`src/rtl/lcd_pkg.sv`:
```
// lcd_pkg: shared types and constants for the HD44780-style LCD write controller.
package lcd_pkg;

  // Bus-cycle sequencer states; INIT_DLY is only entered when LCD_INIT_EN is defined.
  typedef enum logic [2:0] {
    IDLE     = 3'd0,
    SETUP    = 3'd1,
    PULSE    = 3'd2,
    HOLD     = 3'd3,
    WAIT     = 3'd4,
    INIT_DLY = 3'd5
  } lcd_state_e;

  // Bit positions inside the CPU-visible io_LCD register.
  localparam int LCD_ON_BIT   = 31;
  localparam int LCD_BL_BIT   = 30;
  localparam int LCD_REQ_BIT  = 10;
  localparam int LCD_RS_BIT   = 9;
  localparam int LCD_DATA_MSB = 7;

  // Commands 0x00..0x03 with RS=0 are clear/home and need the long execution wait.
  localparam logic [7:0] CLR_HOME_MAX = 8'h03;

  // Power-on init sequence: 15 ms at 50 MHz, then six commands with RS=0.
  localparam int INIT_DLY_CYC = 750000;
  localparam int INIT_CNT_W   = 20;
  localparam int INIT_NUM     = 6;
  // Element 0 is issued first.
  localparam logic [INIT_NUM-1:0][7:0] INIT_ROM =
    {8'h06, 8'h01, 8'h0C, 8'h38, 8'h38, 8'h38};

  // True when the latched write is a clear/home command.
  function automatic logic is_clear_home(input logic rs, input logic [7:0] data);
    return (!rs) && (data <= CLR_HOME_MAX);
  endfunction

endpackage

```
`src/rtl/lcd_req_buf.sv`:
```
// lcd_req_buf: request-toggle edge detector plus a 1-deep pending buffer with
// a sticky overflow flag. The consumer either takes the selected entry
// (pending first, else the arrival) or leaves arrivals to be buffered.
module lcd_req_buf
  import lcd_pkg::*;
(
  input  logic       clk_i,
  input  logic       rst_i,
  input  logic       tog_i,
  input  logic       rs_i,
  input  logic [7:0] data_i,
  input  logic       take_i,
  output logic       req_o,
  output logic       sel_rs_o,
  output logic [7:0] sel_data_o,
  output logic       pend_vld_o,
  output logic       ovf_o
);

  logic       tog_q, tog_prev_q;
  logic       rs_q;
  logic [7:0] data_q;
  logic       pend_vld_q, pend_vld_d;
  logic       pend_rs_q, pend_rs_d;
  logic [7:0] pend_data_q, pend_data_d;
  logic       ovf_q, ovf_d;
  logic       arr_s;

  // An arrival is a change of the sampled toggle bit between consecutive samples.
  assign arr_s      = tog_q ^ tog_prev_q;
  assign req_o      = pend_vld_q | arr_s;
  assign sel_rs_o   = pend_vld_q ? pend_rs_q   : rs_q;
  assign sel_data_o = pend_vld_q ? pend_data_q : data_q;
  assign pend_vld_o = pend_vld_q;
  assign ovf_o      = ovf_q;

  // Sample the CPU register once per clock; reset preloads both toggle samples.
  always_ff @(posedge clk_i) begin
    if (rst_i) begin
      tog_q      <= tog_i;
      tog_prev_q <= tog_i;
      rs_q       <= 1'b0;
      data_q     <= 8'h00;
    end else begin
      tog_q      <= tog_i;
      tog_prev_q <= tog_q;
      rs_q       <= rs_i;
      data_q     <= data_i;
    end
  end

  // Pending-slot bookkeeping: launch, refill, fill, or drop with overflow.
  always_comb begin
    pend_vld_d  = pend_vld_q;
    pend_rs_d   = pend_rs_q;
    pend_data_d = pend_data_q;
    ovf_d       = ovf_q;
    if (take_i && pend_vld_q) begin
      if (arr_s) begin
        pend_rs_d   = rs_q;
        pend_data_d = data_q;
      end else begin
        pend_vld_d  = 1'b0;
      end
    end else if (take_i) begin
      pend_vld_d = 1'b0;
    end else if (arr_s) begin
      if (!pend_vld_q) begin
        pend_vld_d  = 1'b1;
        pend_rs_d   = rs_q;
        pend_data_d = data_q;
      end else begin
        ovf_d = 1'b1;
      end
    end else begin
      pend_vld_d = pend_vld_q;
    end
  end

  // Pending slot and sticky overflow registers.
  always_ff @(posedge clk_i) begin
    if (rst_i) begin
      pend_vld_q  <= 1'b0;
      pend_rs_q   <= 1'b0;
      pend_data_q <= 8'h00;
      ovf_q       <= 1'b0;
    end else begin
      pend_vld_q  <= pend_vld_d;
      pend_rs_q   <= pend_rs_d;
      pend_data_q <= pend_data_d;
      ovf_q       <= ovf_d;
    end
  end

endmodule

```
`src/rtl/lcd_ctrl.sv`:
```
// lcd_ctrl: turns toggle-requested CPU writes into timed HD44780 bus cycles
// (setup, EN pulse, hold, execution wait).
// Build macro LCD_INIT_EN: run the power-on init command sequence after reset.
module lcd_ctrl
  import lcd_pkg::*;
#(
  parameter int T_SETUP_CYC = 2,
  parameter int T_PULSE_CYC = 12,
  parameter int T_HOLD_CYC  = 2,
  parameter int T_EXEC_CYC  = 2000,
  parameter int T_CLEAR_CYC = 82000,
  parameter int CNT_W       = 17
)(
  input  logic        clk,
  input  logic        rst,
  input  logic [31:0] io_LCD,
  output logic [7:0]  lcd_data,
  output logic        lcd_rs,
  output logic        lcd_rw,
  output logic        lcd_en,
  output logic        lcd_on,
  output logic        lcd_blon,
  output logic        busy,
  output logic        ovf
);

`ifdef LCD_INIT_EN
  // The init delay needs more range than the command waits.
  localparam int CW = (CNT_W > INIT_CNT_W) ? CNT_W : INIT_CNT_W;
`else
  localparam int CW = CNT_W;
`endif

  lcd_state_e    state_q, state_d;
  logic [CW-1:0] cnt_q, cnt_d;
  logic          rs_q, rs_d;
  logic [7:0]    data_q, data_d;
  logic          en_q, en_d;
  logic          on_q, blon_q;
  logic          req_s, take_s, sel_rs_s, pend_vld_s, ovf_s, init_act_s;
  logic [7:0]    sel_data_s;
  logic          unused_s;

`ifdef LCD_INIT_EN
  logic       init_act_q, init_act_d;
  logic [2:0] init_idx_q, init_idx_d;
  assign init_act_s = init_act_q;
`else
  assign init_act_s = 1'b0;
`endif

  assign unused_s = ^{io_LCD[29:11], io_LCD[8]};

  lcd_req_buf u_req_buf (
    .clk_i      (clk),
    .rst_i      (rst),
    .tog_i      (io_LCD[LCD_REQ_BIT]),
    .rs_i       (io_LCD[LCD_RS_BIT]),
    .data_i     (io_LCD[LCD_DATA_MSB:0]),
    .take_i     (take_s),
    .req_o      (req_s),
    .sel_rs_o   (sel_rs_s),
    .sel_data_o (sel_data_s),
    .pend_vld_o (pend_vld_s),
    .ovf_o      (ovf_s)
  );

  // Sequencer next state: each timed state loads period-1 and leaves at zero.
  always_comb begin
    state_d = state_q;
    cnt_d   = cnt_q;
    rs_d    = rs_q;
    data_d  = data_q;
    take_s  = 1'b0;
`ifdef LCD_INIT_EN
    init_act_d = init_act_q;
    init_idx_d = init_idx_q;
`endif
    case (state_q)
      IDLE: begin
        if (init_act_s) begin
`ifdef LCD_INIT_EN
          rs_d    = 1'b0;
          data_d  = INIT_ROM[init_idx_q];
          state_d = SETUP;
          cnt_d   = CW'(T_SETUP_CYC - 1);
          if (init_idx_q == 3'(INIT_NUM - 1)) begin
            init_act_d = 1'b0;
            init_idx_d = 3'd0;
          end else begin
            init_idx_d = init_idx_q + 3'd1;
          end
`else
          state_d = IDLE;
`endif
        end else if (req_s) begin
          take_s  = 1'b1;
          rs_d    = sel_rs_s;
          data_d  = sel_data_s;
          state_d = SETUP;
          cnt_d   = CW'(T_SETUP_CYC - 1);
        end else begin
          state_d = IDLE;
        end
      end
      SETUP: begin
        if (cnt_q == '0) begin
          state_d = PULSE;
          cnt_d   = CW'(T_PULSE_CYC - 1);
        end else begin
          cnt_d = cnt_q - CW'(1);
        end
      end
      PULSE: begin
        if (cnt_q == '0) begin
          state_d = HOLD;
          cnt_d   = CW'(T_HOLD_CYC - 1);
        end else begin
          cnt_d = cnt_q - CW'(1);
        end
      end
      HOLD: begin
        if (cnt_q == '0) begin
          state_d = WAIT;
          cnt_d   = is_clear_home(rs_q, data_q) ? CW'(T_CLEAR_CYC - 1) : CW'(T_EXEC_CYC - 1);
        end else begin
          cnt_d = cnt_q - CW'(1);
        end
      end
      WAIT, INIT_DLY: begin
        if (cnt_q == '0) begin
          state_d = IDLE;
        end else begin
          cnt_d = cnt_q - CW'(1);
        end
      end
      default: begin
        state_d = IDLE;
        cnt_d   = '0;
      end
    endcase
    en_d = (state_d == PULSE);
  end

  // Sequencer and pin registers; reset aborts any cycle in flight.
  always_ff @(posedge clk) begin
    if (rst) begin
`ifdef LCD_INIT_EN
      state_q    <= INIT_DLY;
      cnt_q      <= CW'(INIT_DLY_CYC - 1);
      init_act_q <= 1'b1;
      init_idx_q <= 3'd0;
`else
      state_q    <= IDLE;
      cnt_q      <= '0;
`endif
      rs_q       <= 1'b0;
      data_q     <= 8'h00;
      en_q       <= 1'b0;
    end else begin
`ifdef LCD_INIT_EN
      init_act_q <= init_act_d;
      init_idx_q <= init_idx_d;
`endif
      state_q    <= state_d;
      cnt_q      <= cnt_d;
      rs_q       <= rs_d;
      data_q     <= data_d;
      en_q       <= en_d;
    end
  end

  // Power and backlight follow the CPU register one cycle later, outside the FSM.
  always_ff @(posedge clk) begin
    if (rst) begin
      on_q   <= 1'b0;
      blon_q <= 1'b0;
    end else begin
      on_q   <= io_LCD[LCD_ON_BIT];
      blon_q <= io_LCD[LCD_BL_BIT];
    end
  end

  assign lcd_data = data_q;
  assign lcd_rs   = rs_q;
  assign lcd_rw   = 1'b0;
  assign lcd_en   = en_q;
  assign lcd_on   = on_q;
  assign lcd_blon = blon_q;
  assign busy     = (state_q != IDLE) | pend_vld_s | init_act_s;
  assign ovf      = ovf_s;

endmodule

```
`config.mk`:
```
export PLATFORM = sky130hd
export DESIGN_NAME = lcd_ctrl
export DESIGN_NICKNAME = d
export VERILOG_FILES = /design/src/rtl/lcd_pkg.sv /design/src/rtl/lcd_req_buf.sv /design/src/rtl/lcd_ctrl.sv
export SDC_FILE = /design/constraint.sdc
export NUM_CORES = 1
export LEC_CHECK = 0
export CAP_MARGIN = 20
export CORE_ASPECT_RATIO = 1.25
export CORE_MARGIN = 8
export CORE_UTILIZATION = 54
export CTS_BUF_LIST = sky130_fd_sc_hd__clkbuf_4 sky130_fd_sc_hd__clkbuf_8
export DETAILED_ROUTE_END_ITERATION = 16
export GPL_TIMING_DRIVEN = 0
export PLACE_DENSITY = 0.86
export SLEW_MARGIN = 20
export SYNTH_ARGS = -nofsm -noshare
export SYNTH_HDL_FRONTEND = slang
export SYNTH_SLANG_ARGS = --single-unit
```
`constraint.sdc`:
```
create_clock -name clk -period 2.5 [get_ports clk]
set_input_delay 0.375 -clock clk [delete_from_list [all_inputs] [get_ports clk]]
set_output_delay 0.375 -clock clk [all_outputs]
set_load 0.05 [all_outputs]
```
==> impl_metrics.env <==
export IMPL_required_ns=2.73
export IMPL_gp_congestion=0.9464
export IMPL_synth_cells=295
export IMPL_antenna_cells=0
export IMPL_internal_power_mw=2.422
export IMPL_synth_edff_count=0
export IMPL_yosysUniqueCellTypes=57
export IMPL_p_leak_nw=1.156
export IMPL_crit_path_max_incr_delay_ns=0.52
export IMPL_yosysSeqAreaShare_pct=41.76
export IMPL_crit_slowest_cell="or4_1"
export IMPL_num_vias=2302
export IMPL_drtPass1Iterations=4
export IMPL_finalHoldViolCount=0
export IMPL_dpl_cell_area_sq_um=2924
export IMPL_drt_iter0_drc=174
export IMPL_ctsHoldBuffers=0
export IMPL_numClockSinks=54
export IMPL_switching_power_mw=2.473
export IMPL_clockBufferDepth=2
export IMPL_rsz0062_at_grt="no"
export IMPL_synth_seq_cells=54
export IMPL_final_antenna_net_count=0
export IMPL_core_area_sq_um=4695
export IMPL_crit_family="simple AND/OR/NAND/NOR gates"
export IMPL_overflow=0
export IMPL_port_buffers=26
export IMPL_die_area_sq_um=7279
export IMPL_outcome="finished clean"
export IMPL_syn_avg_cell_area_sq_um=8.775
export IMPL_clock_skew_ns=0.008639
export IMPL_grt_first_pass_wirelength_um=10300
export IMPL_max_slew_margin_pct=53.36
export IMPL_clock_latency_ns=0.32
export IMPL_syn_to_final_growth_pct=17.06
export IMPL_numCtsBuffers=5
export IMPL_vias_per_cell=5.887
export IMPL_synth_async_reset_ratio_pct=0
export IMPL_dieWidth_um=77.93
export IMPL_min_to="u_req_buf.ovf_o"
export IMPL_ir_drop_mv=0.8468
export IMPL_initial_core_util_pct=55.14
export IMPL_sequentialPowerShare_pct=26.6
export IMPL_antenna_found_initial=0
export IMPL_dp_slack_ns=-0.09762
export IMPL_dpl_hpwl_um=4586
export IMPL_worstRegToRegCells=6
export IMPL_cap_violations=0
export IMPL_groute_usage_overall_pct=17.33
export IMPL_hold_path_class="reg -> reg"
export IMPL_worst_path_buf_inv=1
export IMPL_hold_start="u_req_buf.ovf_o"
export IMPL_rr_startpoint="cnt_q[4]"
export IMPL_nets=365
export IMPL_cts_root_buf="clkbuf_8"
export IMPL_setup_worst_path_start_class="flop"
export IMPL_fmax_mhz=421.9
export IMPL_ys_flop_type="dfxtp_1"
export IMPL_htreeDepth=2
export IMPL_clkSlewWorstSetupHoldPaths_ns=0.11
export IMPL_placementRows=28
export IMPL_arrival_ns=2.60
export IMPL_holdWs_ns=0.4832
export IMPL_crit_fanout=9
export IMPL_final_area_sq_um=3030
export IMPL_grt_pass1_vias=2232
export IMPL_clkPwrFrac_pct=10.8
export IMPL_fp_dieH_um=93.41
export IMPL_synth_net_count=330
export IMPL_drc=0
export IMPL_worst_slack_ns=0.1295
export IMPL_swShare_pct=50.52
export IMPL_p_per_area_nw_per_um2=1615
export IMPL_worst_pin_slew_ns=0.6942
export IMPL_fillers=398
export IMPL_period_share_pct=94.82
export IMPL_grt_max_degree=20
export IMPL_r2r_end="cnt_q[4]"
export IMPL_synth_area_sq_um=2589
export IMPL_final_setup_viol_count=0
export IMPL_fin_util_pct=64.55
export IMPL_crit_cells=6
export IMPL_combPwrFrac_pct=62.6
export IMPL_worstHoldPathCells=2
export IMPL_synth_warnings=0
export IMPL_routed_wl_um=6180
export IMPL_slew_viol_final=0
export IMPL_critical_path_class="reg -> reg"
export IMPL_drive_gt1_share_pct=8.761
export IMPL_worstSetupEndpointType="flop"
export IMPL_ios=49
export IMPL_path_cells="or4_1, buf_2, nor2_2, nand2_1, o31ai_4, o21ba_1"
export IMPL_post_drt_wl_per_cell_um=15.81
export IMPL_finalPower_mw=4.894
export IMPL_tritoncts="yes"
export IMPL_reg2reg_slack_ns=0.13
export IMPL_period_needed_ns=2.370
==> placed cells by master, fill, tap and decap left out, drive strengths merged, types with 3 or more instances in the layout <==
cell and n:
o31ai 6, nor3 11, a21oi 20, nor2b 17, nand2b 3, nor4 4, nand2 13, inv 5
buf 8, nand3b 3, o21ai 13, nand3 12, or2 3, or4 8, nand4 3, or3 6
clkbuf 20, nor2 36, dfxtp 54, a211oi 12, mux2i 18, clkdlybuf4s50 25
==> repair_timing <==
item                                    4_1_cts  5_1_grt
endpoints found under the setup margin        9        1
gates cloned                                  0        0
setup buffers                                 2        0
pin swaps                                     1        0
resized for setup                             1        2
==> worst reg2reg max path, cell delays in order, from the launching register on <==
cell and delay (ns):
dfxtp_1 0.39, or4_1 0.52, buf_2 0.18, nor2_2 0.35
nand2_1 0.25, o31ai_4 0.40, o21ba_1 0.20
==> per-layer routing <==
layer / vias to the layer above / track usage [%] / wire [um]
met5: - / 0 / 0
met4: 0 / 9.443 / 140
met3: 10 / 4.127 / 298
met2: 67 / 30.91 / 3197
met1: 1080 / 18.37 / 2543
li1: 1145 / - / -
==> layout make-up <==
class                           count  area [sq um]  share of cell area (%)
Multi-Input combinational cell    218          1384                   45.66
Sequential cell                    54          1081                   35.67
Timing Repair Buffer               28         270.3                   8.918
Buffer                             20         112.6                   3.716
Tap cell                           60         75.07                   2.477
Clock buffer                        5         68.82                   2.271
Clock inverter                      3         27.53                  0.9083
Inverter                            3         11.26                  0.3716
==> synthesized netlist by cell type, drive strengths merged, types with 3 or more instances <==
| library cell | count | area share [%] |
|---|---|---|
| dfxtp | 54 | 42 |
| nand3b | 3 | 0.87 |
| a21oi | 20 | 4.0 |
| inv | 3 | 0.43 |
| or4 | 8 | 2.5 |
| nor2b | 17 | 4.1 |
| buf | 6 | 2.3 |
| clkbuf | 14 | 2.0 |
| or3 | 6 | 1.6 |
| a211oi | 12 | 3.5 |
| o31ai | 6 | 2.3 |
| nor2 | 36 | 5.3 |
| or2 | 3 | 0.73 |
| mux2i | 18 | 7.0 |
| nand2 | 13 | 1.9 |
| nor3 | 11 | 2.1 |
| nand2b | 3 | 0.73 |
| nand3 | 12 | 2.3 |
| nand4 | 3 | 0.73 |
| o21ai | 13 | 2.7 |
| nor4 | 4 | 1.5 |
==> flip-flops by register name, summed over array words and instances, names as in the netlist <==
signal,flops
cnt_q,17
lcd_data,8
u_req_buf.data_q,8
u_req_buf.pend_data_q,8
state_q,3
lcd_blon,1
lcd_en,1
lcd_on,1
lcd_rs,1
u_req_buf.ovf_o,1
u_req_buf.pend_rs_q,1
u_req_buf.pend_vld_o,1
u_req_buf.rs_q,1
u_req_buf.tog_prev_q,1
u_req_buf.tog_q,1
==> power by group through the flow <==
stage	Combinational, mW	Clock, mW	Sequential [mW]
4_1_cts	3.01	0.530	1.30
3_3_place_gp	2.91	0	1.30
2_1_floorplan	2.07	0	1.47
6_report	3.06	0.529	1.30
3_5_place_dp	2.94	0	1.32
5_1_grt	3.31	0.573	1.33
==> kinds of logic after synthesis <==
group / after synthesis / share of synthesized area [%]
other: 1 / 0.1449
muxes: 19 / 7.395
and+or+nand+nor: 123 / 25.76
buffers and inverters: 23 / 4.785
adders and majority gates: 1 / 0.4832
AOI/OAI and AO/OA: 72 / 19.00
xor gates and xnor gates: 2 / 0.6768
DFF: 54 / 41.76
==> stage by stage <==
step | cells | TNS, ns
final | 391 | 0
after global routing | 391 | 0
after CTS | 391 | 0
after detailed placement | 381 | -0.1655
after global placement | 381 | -0.1408
after floorplan | 295 | 0
==> how the worst max path moves through the flow <==
stage	start	slack, ns	to
floorplan	cnt_q[0]	0.27	cnt_q[4]
global placement	cnt_q[0]	-0.11	cnt_q[4]
detailed placement	cnt_q[0]	-0.1	cnt_q[4]
CTS	state_q[1]	0.03	busy
global route	state_q[1]	0.03	lcd_rs
finish	cnt_q[4]	0.13	cnt_q[4]
Power figures use the tool's default switching activity.
